[config.mk]
export PLATFORM = sky130hd
export DESIGN_NAME = pr_elastic
export DESIGN_NICKNAME = d
export VERILOG_FILES = /design/src/rtl/pr_elastic.sv
export SDC_FILE = /design/constraint.sdc
export NUM_CORES = 1
export LEC_CHECK = 0
export CORE_MARGIN = 5
export CORE_UTILIZATION = 35
export CTS_CLUSTER_DIAMETER = 50
export DETAILED_ROUTE_END_ITERATION = 8
export GPL_TIMING_DRIVEN = 1
export MAX_ROUTING_LAYER = met4
export PLACE_DENSITY = 0.67
export REMOVE_ABC_BUFFERS = 1
export SLEW_MARGIN = 40
export SYNTH_ARGS = -nofsm -noshare
export SYNTH_HDL_FRONTEND = slang
export SYNTH_SLANG_ARGS = --single-unit
[constraint.sdc]
create_clock -name CLK -period 1.9 [get_ports CLK]
set_input_delay 0.38 -clock CLK [delete_from_list [all_inputs] [get_ports CLK]]
set_output_delay 0.38 -clock CLK [all_outputs]
set_load 0.1 [all_outputs]
[src/rtl/pr_elastic.sv]
// -----------------------------------------------------------------------------
// pr_elastic -- two-entry elastic pipeline register (main + skid)
//
// Decouples two pipeline stages with a valid/ready handshake. The main
// register always holds the oldest payload and drives OUT_DATA directly; the
// skid register catches one extra payload when downstream stalls. IN_READY and
// OUT_VALID are registered so neither handshake has a combinational path
// through this block.
//
// Parameters:
//   WIDTH        payload bits per entry (1..1024)
//
// Ports:
//   CLK          clock, rising edge
//   RESET        asynchronous active-low reset
//   IN_VALID     upstream payload valid
//   IN_READY     block can accept a payload this cycle (flop output)
//   IN_DATA      upstream payload
//   FLUSH        synchronous kill of all held entries, priority over all else
//   OUT_VALID    OUT_DATA holds a valid payload (flop output)
//   OUT_READY    downstream consumes OUT_DATA this cycle
//   OUT_DATA     oldest held payload (main register)
//   OCCUPANCY    number of held entries, 0..2
//   STALL_COUNT  saturating count of edges with OUT_VALID=1 and OUT_READY=0
//                (present only when PR_ELASTIC_STALL_CNT_EN is defined)
//
// Configuration macro: PR_ELASTIC_STALL_CNT_EN
// -----------------------------------------------------------------------------
module pr_elastic #(
  parameter int WIDTH = 64
) (
  input  logic             CLK,
  input  logic             RESET,
  input  logic             IN_VALID,
  output logic             IN_READY,
  input  logic [WIDTH-1:0] IN_DATA,
  input  logic             FLUSH,
  output logic             OUT_VALID,
  input  logic             OUT_READY,
  output logic [WIDTH-1:0] OUT_DATA,
  output logic [1:0]       OCCUPANCY
`ifdef PR_ELASTIC_STALL_CNT_EN
  ,
  output logic [31:0]      STALL_COUNT
`endif
);

  // State encoding equals the number of held entries, so OCCUPANCY is the
  // state register itself.
  typedef enum logic [1:0] {
    S_EMPTY = 2'd0,
    S_HALF  = 2'd1,
    S_FULL  = 2'd2
  } state_e;

  state_e           r_state;
  state_e           w_state_nxt;
  logic [WIDTH-1:0] r_main;
  logic [WIDTH-1:0] r_skid;
  logic [WIDTH-1:0] w_main_nxt;
  logic [WIDTH-1:0] w_skid_nxt;
  logic             r_in_ready;
  logic             r_out_valid;
  logic             w_accept;
  logic             w_drain;

  assign w_accept = IN_VALID & r_in_ready;
  assign w_drain  = r_out_valid & OUT_READY;

  // Next-state and datapath steering.
  always_comb begin
    // NOTE: every variable gets a default before the case so no path leaves
    // it unassigned -- otherwise synthesis infers a latch.
    w_state_nxt = r_state;
    w_main_nxt  = r_main;
    w_skid_nxt  = r_skid;

    if (FLUSH) begin
      w_state_nxt = S_EMPTY;
      w_main_nxt  = '0;
      w_skid_nxt  = '0;
    end else begin
      unique case (r_state)
        S_EMPTY: begin
          if (w_accept) begin
            w_state_nxt = S_HALF;
            w_main_nxt  = IN_DATA;
          end
        end
        S_HALF: begin
          if (w_accept && !w_drain) begin
            w_state_nxt = S_FULL;
            w_skid_nxt  = IN_DATA;
          end else if (w_accept && w_drain) begin
            // Pass-through: the outgoing payload is replaced in one cycle.
            w_main_nxt  = IN_DATA;
          end else if (w_drain) begin
            // Main keeps its stale value; OUT_VALID=0 marks it unused.
            w_state_nxt = S_EMPTY;
          end
        end
        S_FULL: begin
          // IN_READY is low here, so no accept can occur.
          if (w_drain) begin
            w_state_nxt = S_HALF;
            w_main_nxt  = r_skid;
          end
        end
        default: begin
          w_state_nxt = S_EMPTY;
        end
      endcase
    end
  end

  // NOTE: sequential state uses non-blocking assignments so all flops update
  // together from pre-edge values; blocking here would create ordering races.
  // NOTE: the payload registers are reset (not just the control flops)
  // because OUT_DATA must read 0 while in reset.
  always_ff @(posedge CLK or negedge RESET) begin
    if (!RESET) begin
      r_state     <= S_EMPTY;
      r_main      <= '0;
      r_skid      <= '0;
      r_in_ready  <= 1'b1;
      r_out_valid <= 1'b0;
    end else begin
      r_state     <= w_state_nxt;
      r_main      <= w_main_nxt;
      r_skid      <= w_skid_nxt;
      // Handshake flags are registered copies of the next-state decode.
      r_in_ready  <= (w_state_nxt != S_FULL);
      r_out_valid <= (w_state_nxt != S_EMPTY);
    end
  end

  assign IN_READY  = r_in_ready;
  assign OUT_VALID = r_out_valid;
  assign OUT_DATA  = r_main;
  assign OCCUPANCY = r_state;

`ifdef PR_ELASTIC_STALL_CNT_EN
  logic [31:0] r_stall_cnt;

  // Counts back-pressure edges; FLUSH deliberately leaves it alone.
  always_ff @(posedge CLK or negedge RESET) begin
    if (!RESET) begin
      r_stall_cnt <= '0;
    end else if (r_out_valid && !OUT_READY && (r_stall_cnt != 32'hFFFF_FFFF)) begin
      r_stall_cnt <= r_stall_cnt + 32'd1;
    end
  end

  assign STALL_COUNT = r_stall_cnt;
`endif

endmodule

# Yosys cells after proc, flatten, opt, wreduce, memory -nomap -nowiden

Cells that the tools add are included.

Eq/ne operators: 7
Muxes and demuxes: 16
Bitwise operators: 2
Reductions and logical operators: 10

Operators by type and width:

| kind                 | number |
|---|---|
| $mux W64             | 8 |
| $pmux W64 S3         | 1 |
| $mux W2              | 6 |
| $ne A3 B3 Y1 const B | 4 |
| $pmux W2 S3          | 1 |
| $reduce_bool A2 Y1   | 3 |
| $reduce_and A5 Y1    | 1 |
| $reduce_bool A4 Y1   | 1 |
| $and A1 B1 Y1        | 2 |
| $eq A2 B1 Y1 const B | 1 |
| $eq A2 B2 Y1 const B | 1 |
| $logic_and A1 B1 Y1  | 2 |
| $logic_not A2 Y1     | 1 |
| $ne A2 B2 Y1 const B | 1 |
| $reduce_and A2 Y1    | 1 |
| $logic_not A1 Y1     | 1 |

Register bits: 132
Bits of input ports: 69
Word-level logic and storage cells: 40

# Depth between registers and ports, before layout

Depth in word-level cells: 7
Mapped depth: 7
Depth with buffers taken out: 4

# Worst setup path after synthesis

No wires, ideal clock.

Kind: register -> register
From: reg r_state[0], in the netlist OCCUPANCY[0]
To: reg r_main[19], in the netlist OUT_DATA[19]
Library setup time: 126 ps
Arrival: 2242 ps
Data required time: 1774 ps
Slack: -468 ps
Cell stages (with the launch flop): 7
Buffers on the path: 2
Period minus slack after synthesis: 2368 ps
Cells stage by stage: dfrtp_1 > nand2b_2 > o21ai_1 > a311o_1 > buf_6 > buf_6 > mux2_4

Cells in the longest elaborated chain, start to end: 3

Ends and longest elaborated chain:

| element                                                 | line | RTL |
|---|---|---|
| from (decl)                                             | 56   | `state_e r_state;` |
| from (signal assigned)                                  | 128  | `r_state <= w_state_nxt;` |
| $eq A2 B1 Y1 (tied with other cells)                    | 83   | `unique case (r_state)` |
| $ne A3 B3 Y1 (no line) (tied with other cells)          | -    |  |
| $reduce_and A5 Y1 (no line) or $mux W64 (tied branches) | -    |  |
| to (signal assigned)                                    | 129  | `r_main <= w_main_nxt;` |
| to (decl)                                               | 58   | `logic [WIDTH-1:0] r_main;` |

Parallel ways exist; a longest one is shown, timed or not.
A chain may end at the register's enable or synchronous reset.

# Final worst setup path

From: reg r_state[1], in the netlist OCCUPANCY[1]
To: reg r_main[54], in the netlist OUT_DATA[54]

Same word-level chain as after synthesis.

==> impl_results.md <==
- Final hold viol count: 0
- CTS tree: yes
- Setup crit start kind: flip-flop
- Largest net degree at the start of global routing: 132
- Via count: 5,050
- Die Wd: 142 um
- Area Growth Syn to Fin: 39.7%
- Register area: 3300 um^2
- Post-Route Utilization: 49.6%
- Unrepaired setup endpoints after global routing: no
- Clock transition at path regs: 0.06 ns
- Worst setup EP type: flip-flop
- Worst skew pair latency: 0.41 ns
- Final setup viols: 0
- Area after DPL: 7850 um^2
- Multi-input gate area: 2570 um^2
- Fin cells: 1,021
- Yosys top cell by area: dfrtp_1
- HPWL Detailed: 9610 um
- PortBufs: 136
- Layout cells sized above 1: 22.4%
- Commonest cells post-synth: nand2_1, dfrtp_1, a21oi_1
- Starting Density: 35.5%
- Count of state elements after synthesis: 132
- EDFF count, synth: 0
- Max-slew violations: 0
- DRT Wirelength: 15,600 um
- Total CTS buffers: 17
- Cell Pwr Density: 1180 nW/um^2
- Final WS setup: 0.169 ns
- M2 GR Usage: 24.0%
- Register area share after synthesis: 54.0%
- Fill count: 1,626
- Hold/Removal Path Class: input port to async pin
- Via/cell ratio: 4.95
- Htree depth: 4
- Ys async rst share: 100%
- # IOs: 137
- Initial antenna violation count: 0
- Top Usage Layer GRT: met2
- TritonCTS sink count: 132
- Root Driver: clkbuf_16
- Worst EP required: 2.25 ns
- Wire per inst: 15.3 um
- Critical Path AT: 2.08 ns
- Post-Synthesis Cells: 656
- DRC: 0
- GRT overflow: 0
- Crit Path Max Fanout: 66
- Max_cap viols: 0
- Met1 GRT Util: 22.4%
- Total core area: 17,200 um^2
- Die H: 142 um
- Placed instance count: 988
- Post-route cell area: 8540 um^2
- CP Class: flip-flop to flip-flop
- DR iter-0 viols: 331
- Fmax: 578 MHz
- Mean Syn Cell Area: 9.32 um^2
- Pleak: 3.92 nW
- Postcts setup bufs: 0
- Total power: 10.1 mW
- Site Rows: 48
- Main flop type after synthesis: dfrtp_1
- Die footprint: 20,200 um^2
- Tot GR Track Use: 16.4%
- Gpl congestion: 0.781
- Yosys warning count: 0
- Total Neg Setup Slack: 0 ns
- Final net count: 852
- Distinct cells, synth: 30
- Met3 Track Usage GR: 4.94%
- First-pass iteration count of the detailed router: 5
- Final Cycle Share: 91.1%
- Synth top area cells: dfrtp_1, nand2_1, mux2_4, a21oi_1, a311oi_1
- Mapped Area: 6120 um^2
- CTS max path bufs: 2
- Yosys top cell area share: 53.6%
- First-pass GRT wire length: 25,600 um
- Most common cell in the netlist: nand2_1
- Vias in the first global route: 4,848
- Outcome: completed
- Max-slew headroom: 46.1%
- Dpl ws: -0.233 ns
- Final hold slack: 0.430 ns
- ANT nets after route: 0
- Clock Skew: 0.00507 ns
- Diode count: 0
- Worst slew pin tran: 0.808 ns
- Worst vdd ir: 0.000601 V
- Post-layout minimum cycle time: 1.73 ns
==> final timing paths <==
check | start | to | slack, ns | cells past startpoint
max in group asynchronous | RESET | IN_READY$_DFF_PN1_ | 0.84 | 3
worst min register to register | OUT_DATA[14]$_DFFE_PN0P_ | OUT_DATA[14]$_DFFE_PN0P_ | 0.51 | 1
worst max-delay path | OCCUPANCY[1]$_DFF_PN0_ | OUT_DATA[54]$_DFFE_PN0P_ | 0.17 | 5
min in group CLK | OUT_DATA[14]$_DFFE_PN0P_ | OUT_DATA[14]$_DFFE_PN0P_ | 0.51 | 1
worst min-delay path | RESET | r_skid[24]$_DFFE_PN0P_ | 0.43 | 2
worst max register to register | OCCUPANCY[1]$_DFF_PN0_ | OUT_DATA[54]$_DFFE_PN0P_ | 0.17 | 5
==> worst max-delay path, cell delays in order (launching register included) <==
cell and delay [ns]:
dfrtp_1 0.43, nand2b_2 0.10, buf_4 0.65, nand2_1 0.14, a21oi_1 0.19, mux2_4 0.16
==> placed cells by master (no fill, tap or decap) <==
master,instances
buf_4,69
a311oi_1,19
o21ai_0,1
dfrtp_1,131
a311o_2,1
a221o_1,1
bufinv_16,6
o21a_1,1
nand4bb_1,1
dlygate4sd3_1,1
nand4b_1,2
clkbuf_16,17
nor2b_4,1
a21boi_0,1
dfstp_2,1
nand4_1,1
clkinvlp_4,1
nor2_1,20
a21o_2,1
nor3_1,1
o211ai_1,1
clkbuf_8,2
nand2b_2,1
inv_1,1
nor2b_1,1
a21oi_4,1
nand2_1,257
clkinv_4,3
xor2_1,1
buf_12,25
clkinv_2,3
buf_6,1
o21ai_1,1
a21oi_1,110
mux2_4,40
clkdlybuf4s50_1,66
mux2_2,5
==> power by group <==
| part | switching [mW] | internal [mW] |
|---|---|---|
| Combinational | 2.16 | 0.938 |
| Clock | 1.22 | 2.53 |
| Sequential | 0.176 | 3.08 |
==> registers in the layout, indices dropped and copies added (netlist names) <==
| signal | count |
|---|---|
| r_skid | 64 |
| OUT_VALID | 1 |
| OCCUPANCY | 2 |
| IN_READY | 1 |
| OUT_DATA | 64 |
==> what timing repair did <==
action / CTS / global route
hold buffers: 1 / 0
hold endpoints to repair: 32 / 0
resized for setup: 0 / 0
==> area by class of cell <==
type / count / area share, %
Clock buffer: 19 / 5.30
Tap cell: 225 / 3.30
Multi-Input combinational cell: 469 / 30.1
Timing Repair Buffer: 162 / 19.9
Clock inverter: 13 / 2.68
Sequential cell: 132 / 38.7
Inverter: 1 / 0.0439
==> layer usage <==
layer  wire length (um)  up-vias
met1               7240     2448
met5                  0        -
met4                170        0
met3               1140       12
met2               7050      157
li1                   -     2433
==> cell families (layout without fill, tap and decap cells) <==
logic type                after synthesis  in the layout  synth area share (%)
DFF                                   132            132                  54.0
buffers and inverters                  55            195                  4.23
muxes                                  45             45                  10.7
xor gates and xnor gates                1              1                 0.143
and+or+nand+nor                       285            285                  18.0
AOI/OAI and AO/OA                     138            138                  12.8
Note: power is estimated with default switching activity, not from simulation.
